[config.mk]
export PLATFORM = sky130hd
export DESIGN_NAME = sha3_digest_squeeze
export DESIGN_NICKNAME = d
export VERILOG_FILES = /design/src/rtl/sha3_digest_squeeze.sv
export SDC_FILE = /design/constraint.sdc
export NUM_CORES = 1
export LEC_CHECK = 0
export CORE_AREA = 4 4 651 653
export DETAILED_ROUTE_END_ITERATION = 8
export DIE_AREA = 0 0 655 657
export REMOVE_ABC_BUFFERS = 1
export SKIP_LAST_GASP = 1
export SYNTH_ARGS = -nofsm -noshare
export SYNTH_HDL_FRONTEND = slang
export SYNTH_SLANG_ARGS = --single-unit
[constraint.sdc]
create_clock -name clk -period 12.8 [get_ports clk]
set_input_delay 1.28 -clock clk [delete_from_list [all_inputs] [get_ports clk]]
set_output_delay 1.28 -clock clk [all_outputs]
set_load 0.005 [all_outputs]
[src/rtl/sha3_digest_squeeze.sv]
// Digest squeeze stage: latches a captured 5x5 Keccak state and streams the first OUT_LANES lanes.
// Optional build macro SHA3_SQUEEZE_BYTESWAP_EN byte-reverses each emitted lane for hex-digest sinks.
//
// state | meaning
// IDLE  | waiting for igood; iready high, ovalid low
// EMIT  | streaming lane_buf[idx]; ovalid high until the olast handshake
module sha3_digest_squeeze #(
  parameter int OUT_LANES = 4
) (
  input  logic         clk,
  input  logic         rst,
  input  logic [319:0] isa,
  input  logic [319:0] isb,
  input  logic [319:0] isc,
  input  logic [319:0] isd,
  input  logic [319:0] ise,
  input  logic         igood,
  output logic         iready,
  output logic [63:0]  odata,
  output logic         ovalid,
  input  logic         oready,
  output logic         olast,
  output logic         overrun
);

  localparam int IW = (OUT_LANES > 1) ? $clog2(OUT_LANES) : 1;
  localparam logic [IW-1:0] LAST_IDX = IW'(OUT_LANES - 1);

  generate
    if (OUT_LANES < 1 || OUT_LANES > 25) begin : g_bad_out_lanes
      $error("sha3_digest_squeeze: OUT_LANES must be in 1..25");
    end
  endgenerate

  typedef enum logic {IDLE, EMIT} state_t;

  state_t         state_q, state_d;
  logic [IW-1:0]  idx_q, idx_d;
  logic           load;
  logic [63:0]    lane_buf [OUT_LANES];
  logic [63:0]    lane_sel;
  logic [4:0][319:0] rows;

  // rows[r] holds row r; lane k sits at row k/5, element k%5
  assign rows = {ise, isd, isc, isb, isa};

  // Lanes at or beyond OUT_LANES are deliberately left unread.
  logic unused_rows;
  assign unused_rows = ^rows;

  always_ff @(posedge clk) begin
    if (rst) begin
      state_q <= IDLE;
      idx_q   <= '0;
    end else begin
      state_q <= state_d;
      idx_q   <= idx_d;
    end
  end

  always_comb begin
    state_d = state_q;
    idx_d   = idx_q;
    load    = 1'b0;
    case (state_q)
      IDLE: begin
        if (igood) begin
          load    = 1'b1;
          idx_d   = '0;
          state_d = EMIT;
        end
      end
      EMIT: begin
        if (oready) begin
          if (idx_q == LAST_IDX) begin
            idx_d   = '0;
            state_d = IDLE;
          end else begin
            idx_d = idx_q + 1'b1;
          end
        end
      end
      default: begin
        state_d = IDLE;
        idx_d   = '0;
      end
    endcase
  end

  // Datapath buffer needs no reset: it is only observed in EMIT, after a load.
  always_ff @(posedge clk) begin
    if (load) begin
      for (int k = 0; k < OUT_LANES; k++) begin
        lane_buf[k] <= rows[k / 5][64 * (k % 5) +: 64];
      end
    end
  end

  always_ff @(posedge clk) begin
    if (rst) begin
      overrun <= 1'b0;
    end else if (igood && (state_q != IDLE)) begin
      overrun <= 1'b1;
    end
  end

  function automatic logic [63:0] byte_rev(input logic [63:0] v);
    logic [63:0] r;
    for (int b = 0; b < 8; b++) begin
      r[8 * b +: 8] = v[56 - 8 * b +: 8];
    end
    return r;
  endfunction

`ifdef SHA3_SQUEEZE_BYTESWAP_EN
  assign lane_sel = byte_rev(lane_buf[idx_q]);
`else
  assign lane_sel = lane_buf[idx_q];
`endif

  assign iready = (state_q == IDLE);
  assign ovalid = (state_q == EMIT);
  assign olast  = ovalid && (idx_q == LAST_IDX);
  assign odata  = ovalid ? lane_sel : 64'd0;

endmodule

==> results of run 1 <==
==> cell families (layout without fill, tap and decap cells) <==
kind of cell             after synthesis  in the layout  share of synthesized area
buffers and inverters                 31            375                     0.0328
flip-flops                           262            262                      0.788
multiplexers                         129            129                      0.130
AO/OA/AOI/OAI                         71             71                     0.0447
adder cells (fa/ha/maj)                1              1                    0.00126
AND/OR/NAND/NOR                        6              6                    0.00278
other                                  0              9                          0
==> through the flow <==
step	setup WS [ns]	setup TNS [ns]	hold WS [ns]
after CTS	6.96	0	0.539
after floorplan	-0.150	-38.38	0.452
after detailed placement	7.64	0	0.511
after global routing	6.89	0	0.576
after global placement	7.64	0	0.502
final	7.21	0	0.541
==> layout by cell type (no fill, tap or decap), drive strengths merged, types with 2 or more instances in the layout <==
cell type      count
inv                5
edfxtp           256
clkinv             8
o22ai             64
dfxtp              6
diode              9
mux2i            129
clkinvlp           2
clkdlybuf4s50    326
buf                8
nor2               3
bufinv             2
a21oi              4
a211oi             3
clkbuf            24
==> layer usage <==
metal | vias to the layer above | share of wire | global-route usage
li1 | 2682 | - | -
met3 | 65 | 0.14 | 0.0177
met4 | 6 | 0.054 | 0.0160
met1 | 2893 | 0.29 | 0.0224
met5 | - | 0.00067 | 0
met2 | 187 | 0.51 | 0.0475
==> layout make-up <==
type                    instances  area [um^2]
clock inverters                14          136
clock buffers                  24          579
inverters                       3         11.3
well taps                    5520         6910
diodes                          9         22.5
fillers                     49200       398000
repair buffers                334         3340
multi-input cells             207         1800
flip-flops and latches        262         7810
==> sequential cells by signal, indices dropped and copies added (netlist names), named ones only <==
register	cells
overrun	1
ovalid	1
idx_q	2
lane_buf	256
==> path summary, 6_finish.rpt <==
kind	startpoint	slack [ns]	to
min	overrun$_SDFFE_PP0P_	0.54	overrun$_SDFFE_PP0P_
max reg2reg	ovalid$_SDFF_PP0_	9.95	lane_buf[3][20]$_DFFE_PP_
max	flip-flop	7.21	odata[21]
min reg2reg	overrun$_SDFFE_PP0P_	0.54	overrun$_SDFFE_PP0P_
==> worst max-delay path, stage by stage, from the launching register on <==
cell and delay (ns):
dfxtp_4 0.72, buf_4 0.59, buf_4 0.72, mux2i_1 0.16, o22ai_1 0.78, clkdlybuf4s50_1 0.66
==> power breakdown <==
group | switching (uW) | internal [uW] | leakage (uW)
clock network | 332 | 371 | 0.000349
logic | 159 | 128 | 0.00180
registers | 17.5 | 999 | 0.00249
total | 509 | 1500 | 0.00464
==> results.sh, run 1 <==
export IMPL_final_max_slew_viol_count=0
export IMPL_postRouteAntennaNets=0
export IMPL_min_period_over_period=0.437
export IMPL_min_delay_path_depth=2
export IMPL_async_flop_share=0
export IMPL_synth_flop_cell="edfxtp_1"
export IMPL_relSlewSlack=0.223
export IMPL_htreeDepth=1
export IMPL_synth_common_cells="edfxtp_1, mux2i_1, o22ai_1"
export IMPL_syn_inst=500
export IMPL_syn_to_final_growth_pct=108
export IMPL_viasPerCell=0.915
export IMPL_syn_area_um2=9910
export IMPL_drt_iter0_drc=474
export IMPL_core_area_um2=419000
export IMPL_globalRouteOverflowTotal=0
export IMPL_post_route_util=0.0492
export IMPL_ys_types=18
export IMPL_min_path_type="flip-flop to flip-flop"
export IMPL_drc=0
export IMPL_nets=2435
export IMPL_die_w_um=655
export IMPL_clk_pin_slew_worst_paths_ns=0.07
export IMPL_row_count=238
export IMPL_die_area_um2=430000
export IMPL_drt_wirelength_per_cell_um=9.40
export IMPL_drt_total_wl_um=59900
export IMPL_powerDensity_nw_per_um2=97.4
export IMPL_gp_congestion=0.695
export IMPL_worstPathMaxFanout=39
export IMPL_r2r_cells=2
export IMPL_critPathKind="flip-flop to output pin"
export IMPL_grt_max_degree=137
export IMPL_setup_viol=0
export IMPL_grt_usage=0.0270
export IMPL_dp_cells=6326
export IMPL_ys_ff_latch=262
export IMPL_ctsHoldBuffers=0
export IMPL_status="finished clean"
export IMPL_avgSynthCellArea_um2=19.8
export IMPL_worstSetupEndpointType="output pin"
export IMPL_grt_pass1_wl_um=72400
export IMPL_clkSinkCount=262
export IMPL_fp_dieH_um=657
export IMPL_cts_tree="yes"
export IMPL_drtPass1Iterations=5
export IMPL_skew_ns=0.0149
export IMPL_io_buffers=327
export IMPL_total_power_uw=2010
export IMPL_instances_no_fill=6373
export IMPL_ctsLongestPathBuffers=3
export IMPL_pin_count=1672
export IMPL_cts_buffers=22
export IMPL_leakage_uw=0.00464
export IMPL_worst_pin_slew_ns=1.16
export IMPL_crit_arrival_ns=4.31
export IMPL_yosysTopAreaCell="edfxtp_1"
export IMPL_start_kind="flip-flop"
export IMPL_drv_cap=0
export IMPL_fmax_mhz=179
export IMPL_final_area_um2=20600
export IMPL_clkLatencyLatePin_ns=0.58
export IMPL_synth_edff_count=256
export IMPL_synth_most_common_cell="edfxtp_1"
export IMPL_seq_area_frac_synth=0.788
export IMPL_dpl_cell_area_um2=19900
export IMPL_cp_data_required_time_ns=11.52
export IMPL_cts_resized=0
export IMPL_via_count=5833
export IMPL_cts_root_buf="clkbuf_16"
export IMPL_hold_viol=0
export IMPL_start_util=0.0237
export IMPL_antenna_found_initial=16
export IMPL_vdd_drop_max_v=0.0000748
export IMPL_layout_drive_gt1_share=0.0545
export IMPL_yosysWarningCount=0
export IMPL_grt_setup_unrepaired="false"
export IMPL_synthTopCellsByArea="edfxtp_1, mux2i_1, o22ai_1"
export IMPL_grt_pass1_vias=6439
export IMPL_finalCriticalPeriod_ns=5.59
export IMPL_dp_hpwl_um=51400
export IMPL_postCtsSetupBuffers=0
export IMPL_netlist_area_leader_share=0.776
No activity file was read; power rests on OpenSTA's default activity.
==> run 2: changes to the inputs <==
Settings changed: CORE_AREA 4 4 651 653 to 4 4 658 660, DIE_AREA 0 0 655 657 to 0 0 662 664.
Clock period 12.8 ns to 5.4 ns, I/O delays scaled along.
==> run 2 against run 1 <==
Compared with the run above:
- sequential share of layout area down 0.95 points
- total power rose to 2.6 times the previous value
- critical endpoint is now odata[28]
- critical path type unchanged
- design area up 2.6%
- highest routed layer unchanged
==> results.sh, run 2 (synthesis results as in run 1) <==
export IMPL_postCtsSetupBuffers=0
export IMPL_grt_usage=0.0253
export IMPL_cts_resized=0
export IMPL_die_area_um2=440000
export IMPL_pin_count=1672
export IMPL_min_from="isa[104]"
export IMPL_cts_root_buf="clkbuf_16"
export IMPL_drc=0
export IMPL_drt_iter0_drc=296
export IMPL_powerDensity_nw_per_um2=243
export IMPL_fmax_mhz=216
export IMPL_layout_drive_gt1_share=0.0684
export IMPL_fp_dieH_um=664
export IMPL_row_count=240
export IMPL_cp_data_required_time_ns=4.86
export IMPL_finalCriticalPeriod_ns=4.63
export IMPL_io_buffers=327
export IMPL_htreeDepth=1
export IMPL_final_cell_mix="clkdlybuf4s50_1, edfxtp_1, mux2i_1"
export IMPL_final_max_slew_viol_count=0
export IMPL_vdd_drop_max_v=0.000187
export IMPL_hold_ws_ns=0.452
export IMPL_worst_pin_slew_ns=1.20
export IMPL_largest_registers="lane_buf: 256 flops, idx_q: 2 flops"
export IMPL_startpoint="ovalid$_SDFF_PP0_"
export IMPL_final_common_cell="clkdlybuf4s50_1"
export IMPL_drt_total_wl_um=57100
export IMPL_finalSetupTns_ns=0
export IMPL_postRouteAntennaNets=0
export IMPL_min_path_type="input pin to flip-flop"
export IMPL_gp_congestion=0.698
export IMPL_drt_wirelength_per_cell_um=8.71
export IMPL_skew_ns=0.0363
export IMPL_min_period_over_period=0.858
export IMPL_status="finished clean"
export IMPL_instances_no_fill=6551
export IMPL_via_count=5925
export IMPL_grt_max_degree=132
export IMPL_ctsLongestPathBuffers=3
export IMPL_hold_viol=0
export IMPL_die_w_um=662
export IMPL_dp_cells=6498
export IMPL_leakage_uw=0.00480
export IMPL_worstPathMaxFanout=34
export IMPL_rr_startpoint="ovalid$_SDFF_PP0_"
export IMPL_critPathKind="flip-flop to output pin"
export IMPL_grt_setup_unrepaired="false"
export IMPL_largest_reg_flops=256
export IMPL_grt_pass1_vias=6410
export IMPL_relSlewSlack=0.197
export IMPL_max_flop_register="lane_buf"
export IMPL_setup_viol=0
export IMPL_dp_hpwl_um=48100
export IMPL_globalRouteOverflowTotal=0
export IMPL_worstSetupEndpointType="output pin"
export IMPL_clkSinkCount=262
export IMPL_cts_tree="yes"
export IMPL_core_area_um2=427000
export IMPL_drv_cap=0
export IMPL_crit_arrival_ns=4.09
export IMPL_nets=2446
export IMPL_ctsHoldBuffers=0
export IMPL_post_route_util=0.0495
export IMPL_start_util=0.0232
export IMPL_cts_buffers=28
export IMPL_grt_pass1_wl_um=69700
export IMPL_syn_to_final_growth_pct=113
export IMPL_clk_pin_slew_worst_paths_ns=0.09
export IMPL_viasPerCell=0.904
export IMPL_drtPass1Iterations=4
export IMPL_clkLatencyLatePin_ns=0.62
export IMPL_antenna_found_initial=7
export IMPL_start_kind="flip-flop"
[run 2: cell types whose count changed in the layout (fill, tap and decap cells not counted), sizes merged]
| cell | change |
|---|---|
| clkinvlp | -1 |
| clkinv | +1 |
| buf | +5 |
| clkbuf | +11 |
| bufinv | +2 |
| diode | -7 |
[run 2: metal layers]
layer | part of all wire | vias up | global-route usage | wire length (um)
met5 | 0.00019 | - | 0 | 11
met4 | 0.031 | 2 | 0.0105 | 1750
met3 | 0.073 | 37 | 0.00903 | 4180
met2 | 0.56 | 153 | 0.0482 | 31700
met1 | 0.34 | 3022 | 0.0241 | 19400
li1 | - | 2711 | - | -
[run 2: stage by stage]
step | power [uW] | setup WS (ns) | cell area [um^2]
floorplan | 2680 | -6.81 | 9590
global placement | 3150 | 1.24 | 20200
detailed placement | 3170 | 1.21 | 20200
CTS | 5300 | 0.450 | 21100
global route | 5380 | 0.508 | 21100
finish | 5130 | 0.766 | 21100
[run 2: path summary, 6_finish.rpt]
| check | to | slack [ns] | depth (start not counted) |
|---|---|---|---|
| worst max-delay path | odata[28] | 0.77 | 4 |
| worst min-delay path | lane_buf[1][40]$_DFFE_PP_ | 0.45 | 1 |
| worst max register to register | lane_buf[1][45]$_DFFE_PP_ | 3.06 | 2 |
| worst min register to register | overrun$_SDFFE_PP0P_ | 0.51 | 2 |
[run 2: worst max-delay path, stage by stage, from the launching register on]
cell and delay, ns:
dfxtp_1 0.86, nand2_4 0.41, buf_4 0.45, o22ai_1 0.43, clkdlybuf4s50_1 1.18
[run 2: layout make-up]
| class | count | area, um^2 |
|---|---|---|
| clock inverters | 16 | 238 |
| inverters | 3 | 11.3 |
| repair buffers | 339 | 3420 |
| well taps | 5687 | 7120 |
| flip-flops and latches | 262 | 7810 |
| diodes | 2 | 5.00 |
| fillers | 50000 | 406000 |
| clock buffers | 35 | 727 |
| multi-input cells | 207 | 1800 |
[run 2: report_power, final]
group,internal (uW),switching [uW],leakage (uW)
combinational,311,357,0.00184
sequential,2370,45.4,0.00249
clock,1160,889,0.000465
total,3840,1290,0.00480
